`config.mk`:
```
export PLATFORM = sky130hd
export DESIGN_NAME = dbg_bridge_host
export DESIGN_NICKNAME = d
export VERILOG_FILES = /design/src/rtl/dbg_bridge_pkg.sv /design/src/rtl/dbg_bridge_host_timeout.sv /design/src/rtl/dbg_bridge_host.sv
export SDC_FILE = /design/constraint.sdc
export NUM_CORES = 1
export LEC_CHECK = 0
export ABC_CLOCK_PERIOD_IN_PS = 2300
export BUFFER_PORTS_ARGS = -buffer_cell sky130_fd_sc_hd__buf_2
export CAP_MARGIN = 20
export CORE_MARGIN = 5
export CORE_UTILIZATION = 55
export CTS_BUF_LIST = sky130_fd_sc_hd__clkbuf_16
export CTS_CLUSTER_SIZE = 20
export DETAILED_ROUTE_END_ITERATION = 16
export PLACE_DENSITY = 0.81
export SKIP_CTS_REPAIR_TIMING = 1
export SLEW_MARGIN = 10
export SYNTH_ARGS = -nofsm -noshare
export SYNTH_HDL_FRONTEND = slang
export SYNTH_SLANG_ARGS = --single-unit
```
`constraint.sdc`:
```
create_clock -name clk_i -period 2.3 [get_ports clk_i]
set_clock_uncertainty 0.1 [all_clocks]
set_input_delay 0.115 -clock clk_i [delete_from_list [all_inputs] [get_ports clk_i]]
set_output_delay 0.115 -clock clk_i [all_outputs]
set_load 0.02 [all_outputs]
```
`src/rtl/dbg_bridge_pkg.sv`:
```
// Shared constants and state encoding for the UART debug-bridge byte protocol.
// Used by both the host initiator and the remote bridge side.
package dbg_bridge_pkg;

  localparam logic [7:0] REQ_WRITE = 8'h10;
  localparam logic [7:0] REQ_READ  = 8'h11;

  // A 63-word burst is the longest the 8-bit length byte can describe.
  localparam logic [7:0] LEN_MAX   = 8'd252;

  localparam int unsigned STATE_W  = 4;

  typedef enum logic [STATE_W-1:0] {
    ST_IDLE   = 4'd0,
    ST_CMD    = 4'd1,
    ST_LEN    = 4'd2,
    ST_ADDR0  = 4'd3,
    ST_ADDR1  = 4'd4,
    ST_ADDR2  = 4'd5,
    ST_ADDR3  = 4'd6,
    ST_WFETCH = 4'd7,
    ST_WBYTE  = 4'd8,
    ST_RBYTE  = 4'd9,
    ST_RPUSH  = 4'd10,
    ST_DONE   = 4'd11
  } state_e;

  // Length byte on the wire is the burst size in bytes.
  function automatic logic [7:0] len_byte(input logic [5:0] words);
    return {words, 2'b00};
  endfunction

endpackage

```
`src/rtl/dbg_bridge_host_timeout.sv`:
```
// Loadable watchdog: counts enabled cycles since the last clear and pulses
// expire_o when the count reaches limit_i-1. A limit of 0 never expires.
module dbg_bridge_host_timeout #(
  parameter int unsigned WIDTH = 32
) (
  input  logic             clk_i,
  input  logic             rst_i,
  input  logic [WIDTH-1:0] limit_i,
  input  logic             clear_i,
  input  logic             enable_i,
  output logic             expire_o
);

  logic [WIDTH-1:0] count_q;
  logic [WIDTH-1:0] count_d;

  always_comb begin
    count_d = count_q;
    if (clear_i) begin
      count_d = '0;
    end else if (enable_i) begin
      count_d = count_q + 1'b1;
    end
  end

  // NOTE: sequential state uses non-blocking assignments so every register
  // samples the pre-edge values of its neighbours.
  always_ff @(posedge clk_i or negedge rst_i) begin
    if (!rst_i) begin
      count_q <= '0;
    end else begin
      count_q <= count_d;
    end
  end

  assign expire_o = enable_i && !clear_i && (limit_i != '0) &&
                    (count_q == (limit_i - 1'b1));

endmodule

```
`src/rtl/dbg_bridge_host.sv`:
```
// Host-side initiator: turns word read/write bursts into cmd/len/addr/data
// byte streams for a remote debug bridge and reassembles read words.
module dbg_bridge_host #(
  parameter int unsigned TIMEOUT_CYCLES = 1000000,
  parameter logic [7:0]  REQ_WRITE      = dbg_bridge_pkg::REQ_WRITE,
  parameter logic [7:0]  REQ_READ       = dbg_bridge_pkg::REQ_READ
) (
  input  logic        clk_i,
  input  logic        rst_i,
  input  logic        req_valid_i,
  output logic        req_ready_o,
  input  logic        req_write_i,
  input  logic [31:0] req_addr_i,
  input  logic [5:0]  req_words_i,
  input  logic        wdata_valid_i,
  input  logic [31:0] wdata_i,
  output logic        wdata_ready_o,
  output logic        rdata_valid_o,
  output logic [31:0] rdata_o,
  input  logic        rdata_ready_i,
  output logic        done_o,
  output logic        err_o,
  output logic        busy_o,
  output logic        tx_valid_o,
  output logic [7:0]  tx_data_o,
  input  logic        tx_accept_i,
  input  logic        rx_valid_i,
  input  logic [7:0]  rx_data_i,
  output logic        rx_accept_o
);

  import dbg_bridge_pkg::*;

  state_e      state_q, state_d;
  logic        write_q, write_d;
  logic [31:0] addr_q,  addr_d;
  logic [5:0]  words_q, words_d;
  logic [31:0] shift_q, shift_d;
  logic [1:0]  idx_q,   idx_d;
  logic        err_q,   err_d;

  logic        tmo_clear;
  logic        tmo_enable;
  logic        tmo_expire;

  // The watchdog only runs while waiting for read bytes; any byte restarts it.
  assign tmo_enable = (state_q == ST_RBYTE);
  assign tmo_clear  = !tmo_enable || rx_valid_i;

  dbg_bridge_host_timeout #(
    .WIDTH (32)
  ) u_timeout (
    .clk_i    (clk_i),
    .rst_i    (rst_i),
    .limit_i  (32'(TIMEOUT_CYCLES)),
    .clear_i  (tmo_clear),
    .enable_i (tmo_enable),
    .expire_o (tmo_expire)
  );

  // NOTE: every output and next-state signal gets a default before the case,
  // so no branch can leave a variable unassigned and infer a latch.
  always_comb begin
    state_d       = state_q;
    write_d       = write_q;
    addr_d        = addr_q;
    words_d       = words_q;
    shift_d       = shift_q;
    idx_d         = idx_q;
    err_d         = err_q;
    req_ready_o   = 1'b0;
    tx_valid_o    = 1'b0;
    tx_data_o     = 8'h00;
    wdata_ready_o = 1'b0;
    rdata_valid_o = 1'b0;
    rdata_o       = 32'h0;
    rx_accept_o   = 1'b0;
    done_o        = 1'b0;
    err_o         = 1'b0;

    unique case (state_q)
      ST_IDLE: begin
        req_ready_o = 1'b1;
        // Stray bytes are drained while idle, but not while reset is held.
        rx_accept_o = rst_i;
        if (req_valid_i) begin
          write_d = req_write_i;
          addr_d  = {req_addr_i[31:2], 2'b00};
          words_d = req_words_i;
          if (req_words_i == 6'd0) begin
            state_d = ST_DONE;
            err_d   = 1'b1;
          end else begin
            state_d = ST_CMD;
          end
        end
      end

      ST_CMD: begin
        tx_valid_o = 1'b1;
        tx_data_o  = write_q ? REQ_WRITE : REQ_READ;
        if (tx_accept_i) state_d = ST_LEN;
      end

      ST_LEN: begin
        tx_valid_o = 1'b1;
        tx_data_o  = len_byte(words_q);
        if (tx_accept_i) state_d = ST_ADDR0;
      end

      ST_ADDR0: begin
        tx_valid_o = 1'b1;
        tx_data_o  = addr_q[31:24];
        if (tx_accept_i) state_d = ST_ADDR1;
      end

      ST_ADDR1: begin
        tx_valid_o = 1'b1;
        tx_data_o  = addr_q[23:16];
        if (tx_accept_i) state_d = ST_ADDR2;
      end

      ST_ADDR2: begin
        tx_valid_o = 1'b1;
        tx_data_o  = addr_q[15:8];
        if (tx_accept_i) state_d = ST_ADDR3;
      end

      ST_ADDR3: begin
        tx_valid_o = 1'b1;
        tx_data_o  = addr_q[7:0];
        if (tx_accept_i) begin
          idx_d   = 2'd0;
          state_d = write_q ? ST_WFETCH : ST_RBYTE;
        end
      end

      ST_WFETCH: begin
        wdata_ready_o = wdata_valid_i;
        if (wdata_valid_i) begin
          shift_d = wdata_i;
          idx_d   = 2'd0;
          state_d = ST_WBYTE;
        end
      end

      ST_WBYTE: begin
        tx_valid_o = 1'b1;
        tx_data_o  = shift_q[7:0];
        if (tx_accept_i) begin
          shift_d = {8'h00, shift_q[31:8]};
          idx_d   = idx_q + 2'd1;
          if (idx_q == 2'd3) begin
            words_d = (words_q != 6'd0) ? words_q - 6'd1 : 6'd0;
            state_d = (words_q <= 6'd1) ? ST_DONE : ST_WFETCH;
          end
        end
      end

      ST_RBYTE: begin
        rx_accept_o = 1'b1;
        if (rx_valid_i) begin
          unique case (idx_q)
            2'd0: shift_d[7:0]   = rx_data_i;
            2'd1: shift_d[15:8]  = rx_data_i;
            2'd2: shift_d[23:16] = rx_data_i;
            2'd3: shift_d[31:24] = rx_data_i;
            default: ;
          endcase
          idx_d = idx_q + 2'd1;
          if (idx_q == 2'd3) state_d = ST_RPUSH;
        end else if (tmo_expire) begin
          state_d = ST_DONE;
          err_d   = 1'b1;
        end
      end

      ST_RPUSH: begin
        rdata_valid_o = 1'b1;
        rdata_o       = shift_q;
        if (rdata_ready_i) begin
          words_d = (words_q != 6'd0) ? words_q - 6'd1 : 6'd0;
          state_d = (words_q <= 6'd1) ? ST_DONE : ST_RBYTE;
        end
      end

      ST_DONE: begin
        done_o  = 1'b1;
        err_o   = err_q;
        err_d   = 1'b0;
        state_d = ST_IDLE;
      end

      default: begin
        state_d = ST_IDLE;
      end
    endcase
  end

  always_ff @(posedge clk_i or negedge rst_i) begin
    if (!rst_i) begin
      state_q <= ST_IDLE;
      write_q <= 1'b0;
      addr_q  <= 32'h0;
      words_q <= 6'd0;
      shift_q <= 32'h0;
      idx_q   <= 2'd0;
      err_q   <= 1'b0;
    end else begin
      state_q <= state_d;
      write_q <= write_d;
      addr_q  <= addr_d;
      words_q <= words_d;
      shift_q <= shift_d;
      idx_q   <= idx_d;
      err_q   <= err_d;
    end
  end

  assign busy_o = (state_q != ST_IDLE);

endmodule

```
==> impl_metrics.py <==
metrics = {
    "worst_setup_path": {
        "r2r_slack_ns": 0.19,
        "cp_top_family": "compound AO/OA/AOI/OAI gates",
        "cp_max_fo": 7,
        "worstPathCellList": "buf_6, nor2b_1, buf_4, and3_4, a222oi_1, o31ai_1, buf_2",
        "criticalPathCategory": "reg2out",
        "crit_arrival_ns": 2.16,
        "critPathCaptureType": "output pin",
        "path_buf_inv": 3,
        "slowest_delay_ns": 0.42,
        "crit_slowest_cell": "dfrtp_1",
        "reg2reg_to": "state_q[3]",
        "worstPathRequired_ns": 2.09,
        "cp-start-kind": "flop",
        "reg2reg_from": "state_q[1]",
        "reg2regPathDepth": 7,
    },
    "clocking": {
        "cts_tree": "yes",
        "insertion_delay_ns": 0.36,
        "clock_path_buffers": 2,
        "cts-htree-levels": 3,
        "clock_sinks": 108,
        "cts_buffers": 9,
        "root_buffer": "clkbuf_16",
        "clk_pin_slew_ns": 0.07,
    },
    "min_path": {
        "hold_class": "in2reg",
        "min_to": "shift_q[28]",
        "hold_depth": 3,
        "hold_path.startpoint": "wdata_i[28]",
    },
    "sta": {
        "finalWorstSetupSlack_ns": -0.0792,
        "min_period_ns": 2.38,
        "period_share_pct": 103,
        "drv_slew": 0,
        "finalSetupTns_ns": -0.132,
        "whs_ns": -0.0156,
        "setup_viol": 3,
        "fmax_ghz": 0.420,
        "tightest_slew_ns": 0.585,
        "final-hold-violation-count": 9,
        "rsz0062_at_grt": "yes",
        "max-slew-margin-rel_pct": 61.0,
    },
    "floorplanning": {
        "core_area_sq_um": 10900,
        "start_util_pct": 56.4,
        "die_x_microns": 116,
        "die_area_sq_um": 13400,
        "core.rowCount": 38,
        "die_y_microns": 116,
        "io_pins": 134,
    },
    "detailed_routing": {
        "ant_nets": 0,
        "wirelength_microns": 18100,
        "via_per_inst": 6.09,
        "first_pass_iters": 7,
        "first_iter_violations": 583,
        "num_vias": 5782,
        "drc": 0,
        "wl_per_cell_microns": 19.1,
    },
    "power_and_ir_drop": {
        "ir_worst_vdd_uv": 858,
        "p_leak_uw": 0.00365,
        "power.density_nw_per_um2": 1090,
    },
    "finish": {
        "syn2layout_area_growth_pct": 29.2,
        "post-route-util_pct": 72.9,
        "final_area_sq_um": 7940,
        "drive_above_1_share_pct": 34.3,
        "fin_nets": 897,
    },
    "yosys": {
        "syn_inst": 621,
        "yosysSeqAreaShare_pct": 44.0,
        "syn_area_sq_um": 6140,
        "syn-mean-instance-area_sq_um": 9.89,
        "synth_edf_count": 0,
        "ys_ff_latch": 108,
        "synth_nets": 715,
        "synth_cell_types": 61,
        "async_reset_ff_share_pct": 100,
        "synth_flop_cell": "dfrtp_1",
        "yosysWarningCount": 0,
    },
    "placement": {
        "port_buffers": 131,
        "gp_congestion": 0.935,
        "place_ws_ns": 0.0775,
        "placed_cell_area_sq_um": 7030,
        "hpwl_microns": 12600,
    },
    "grt": {
        "grt_pass1_vias": 5461,
        "antenna_found_initial": 2,
        "track_usage_pct": 25.8,
        "grt_pass1_wl_microns": 27200,
        "globalRoute.totalOverflow": 0,
        "grt_max_degree": 109,
    },
    "job": {
        "cap_violations": 0,
    },
    "run_status": {
        "outcome": "complete, but fails checks",
        "violations": "negative hold slack, negative setup slack",
    },
}
[final cells by class]
type,instances,area [sq um]
Tap cell,140,175
Sequential cell,108,2700
Inverter,15,56.3
Fill cell,763,2950
Clock inverter,7,90.1
Multi-Input combinational cell,458,3210
Timing Repair Buffer,211,1470
Antenna cell,1,2.50
Clock buffer,9,225
[cell usage in the layout, fill, tap and decap left out, types with 3 or more instances in the layout]
cell type,instances
nand4_1,7
buf_2,128
a21oi_1,21
nor2_2,8
a22oi_1,10
nor3_1,10
xnor2_1,13
clkbuf_16,9
nand2b_1,3
a222oi_1,5
nor3b_4,4
buf_4,30
a221oi_1,24
ha_1,8
mux2_2,33
nor2_1,63
a21oi_2,32
dfrtp_1,107
o211ai_1,8
nand2_1,25
and3_1,43
xor2_1,9
dlygate4sd3_1,41
and2_1,11
o21ai_0,28
nor4_1,10
o31ai_1,4
buf_12,7
nand3_1,22
or4_1,9
inv_1,15
buf_6,4
mux2i_1,6
nor4b_1,3
[power by group]
group	switching (uW)	internal (uW)
clock	697	950
combinational	2120	1730
sequential	552	2580
[layer usage]
layer	wire length, microns	track usage (%)	share of wire, %	vias to the layer above
met3	1120	6.21	6.2	54
met5	7	0	0.039	-
li1	-	-	-	2667
met2	9380	43.3	52	235
met1	7100	33.0	39	2824
met4	527	8.20	2.9	2
[synth_stat cells (all sizes together) (11+ instances only)]
master / n / share of area, %
a21oi: 53 / 6.3
a221oi: 24 / 3.4
and2: 12 / 1.2
and3: 44 / 4.5
buf: 17 / 1.9
clkbuf: 23 / 1.4
dfrtp: 108 / 44
inv: 15 / 0.92
mux2: 35 / 6.4
nand2: 25 / 1.5
nand3: 22 / 1.8
nor2: 72 / 4.7
nor3: 11 / 0.90
o21ai: 28 / 2.3
xnor2: 13 / 1.9
[metrics by stage]
step / std cells / hold slack, ns / total power [uW]
6_report: 949 / -0.0156 / 8630
5_1_grt: 949 / 0.00196 / 9090
4_1_cts: 899 / -0.222 / 8290
2_1_floorplan: 621 / -0.281 / 5480
3_5_place_dp: 883 / 0.164 / 6620
3_3_place_gp: 883 / 0.160 / 6440
[how the worst max path moves through the flow]
stage / startpoint / endpoint / slack, ns / cells after the start
2_1_floorplan: state_q[3] / addr_q[6] / 0.17 / 7
3_3_place_gp: state_q[3] / shift_q[24] / 0.15 / 7
3_5_place_dp: state_q[2] / shift_q[20] / 0.08 / 6
4_1_cts: state_q[0] / tx_data_o[6] / -0.20 / 6
5_1_grt: state_q[2] / tx_data_o[6] / -0.14 / 7
6_report: state_q[2] / tx_data_o[6] / -0.08 / 7
[flip-flops by register name (all words and copies together) (netlist names)]
name,flops
shift_q,32
u_timeout.count_q,32
addr_q,30
words_q,6
state_q,4
idx_q,2
err_q,1
write_q,1
[cells by family after synthesis]
| family | count (synthesis) | share of synthesized area [%] |
|---|---|---|
| AOI/OAI and AO/OA | 149 | 18.1 |
| DFF | 108 | 44.0 |
| and+or+nand+nor | 238 | 21.6 |
| xor gates and xnor gates | 22 | 3.14 |
| adders and majority gates | 8 | 1.63 |
| buffers and inverters | 55 | 4.22 |
| muxes | 41 | 7.39 |
[worst register-to-register path, cell delays in order, from the launching register on]
cell and delay, ns:
dfrtp_1 0.39, buf_4 0.17, buf_4 0.22, nand4_1 0.13, o221ai_1 0.12, o211ai_1 0.24
o21bai_1 0.27, mux2_1 0.36
No activity file was read; power rests on OpenSTA's default activity.
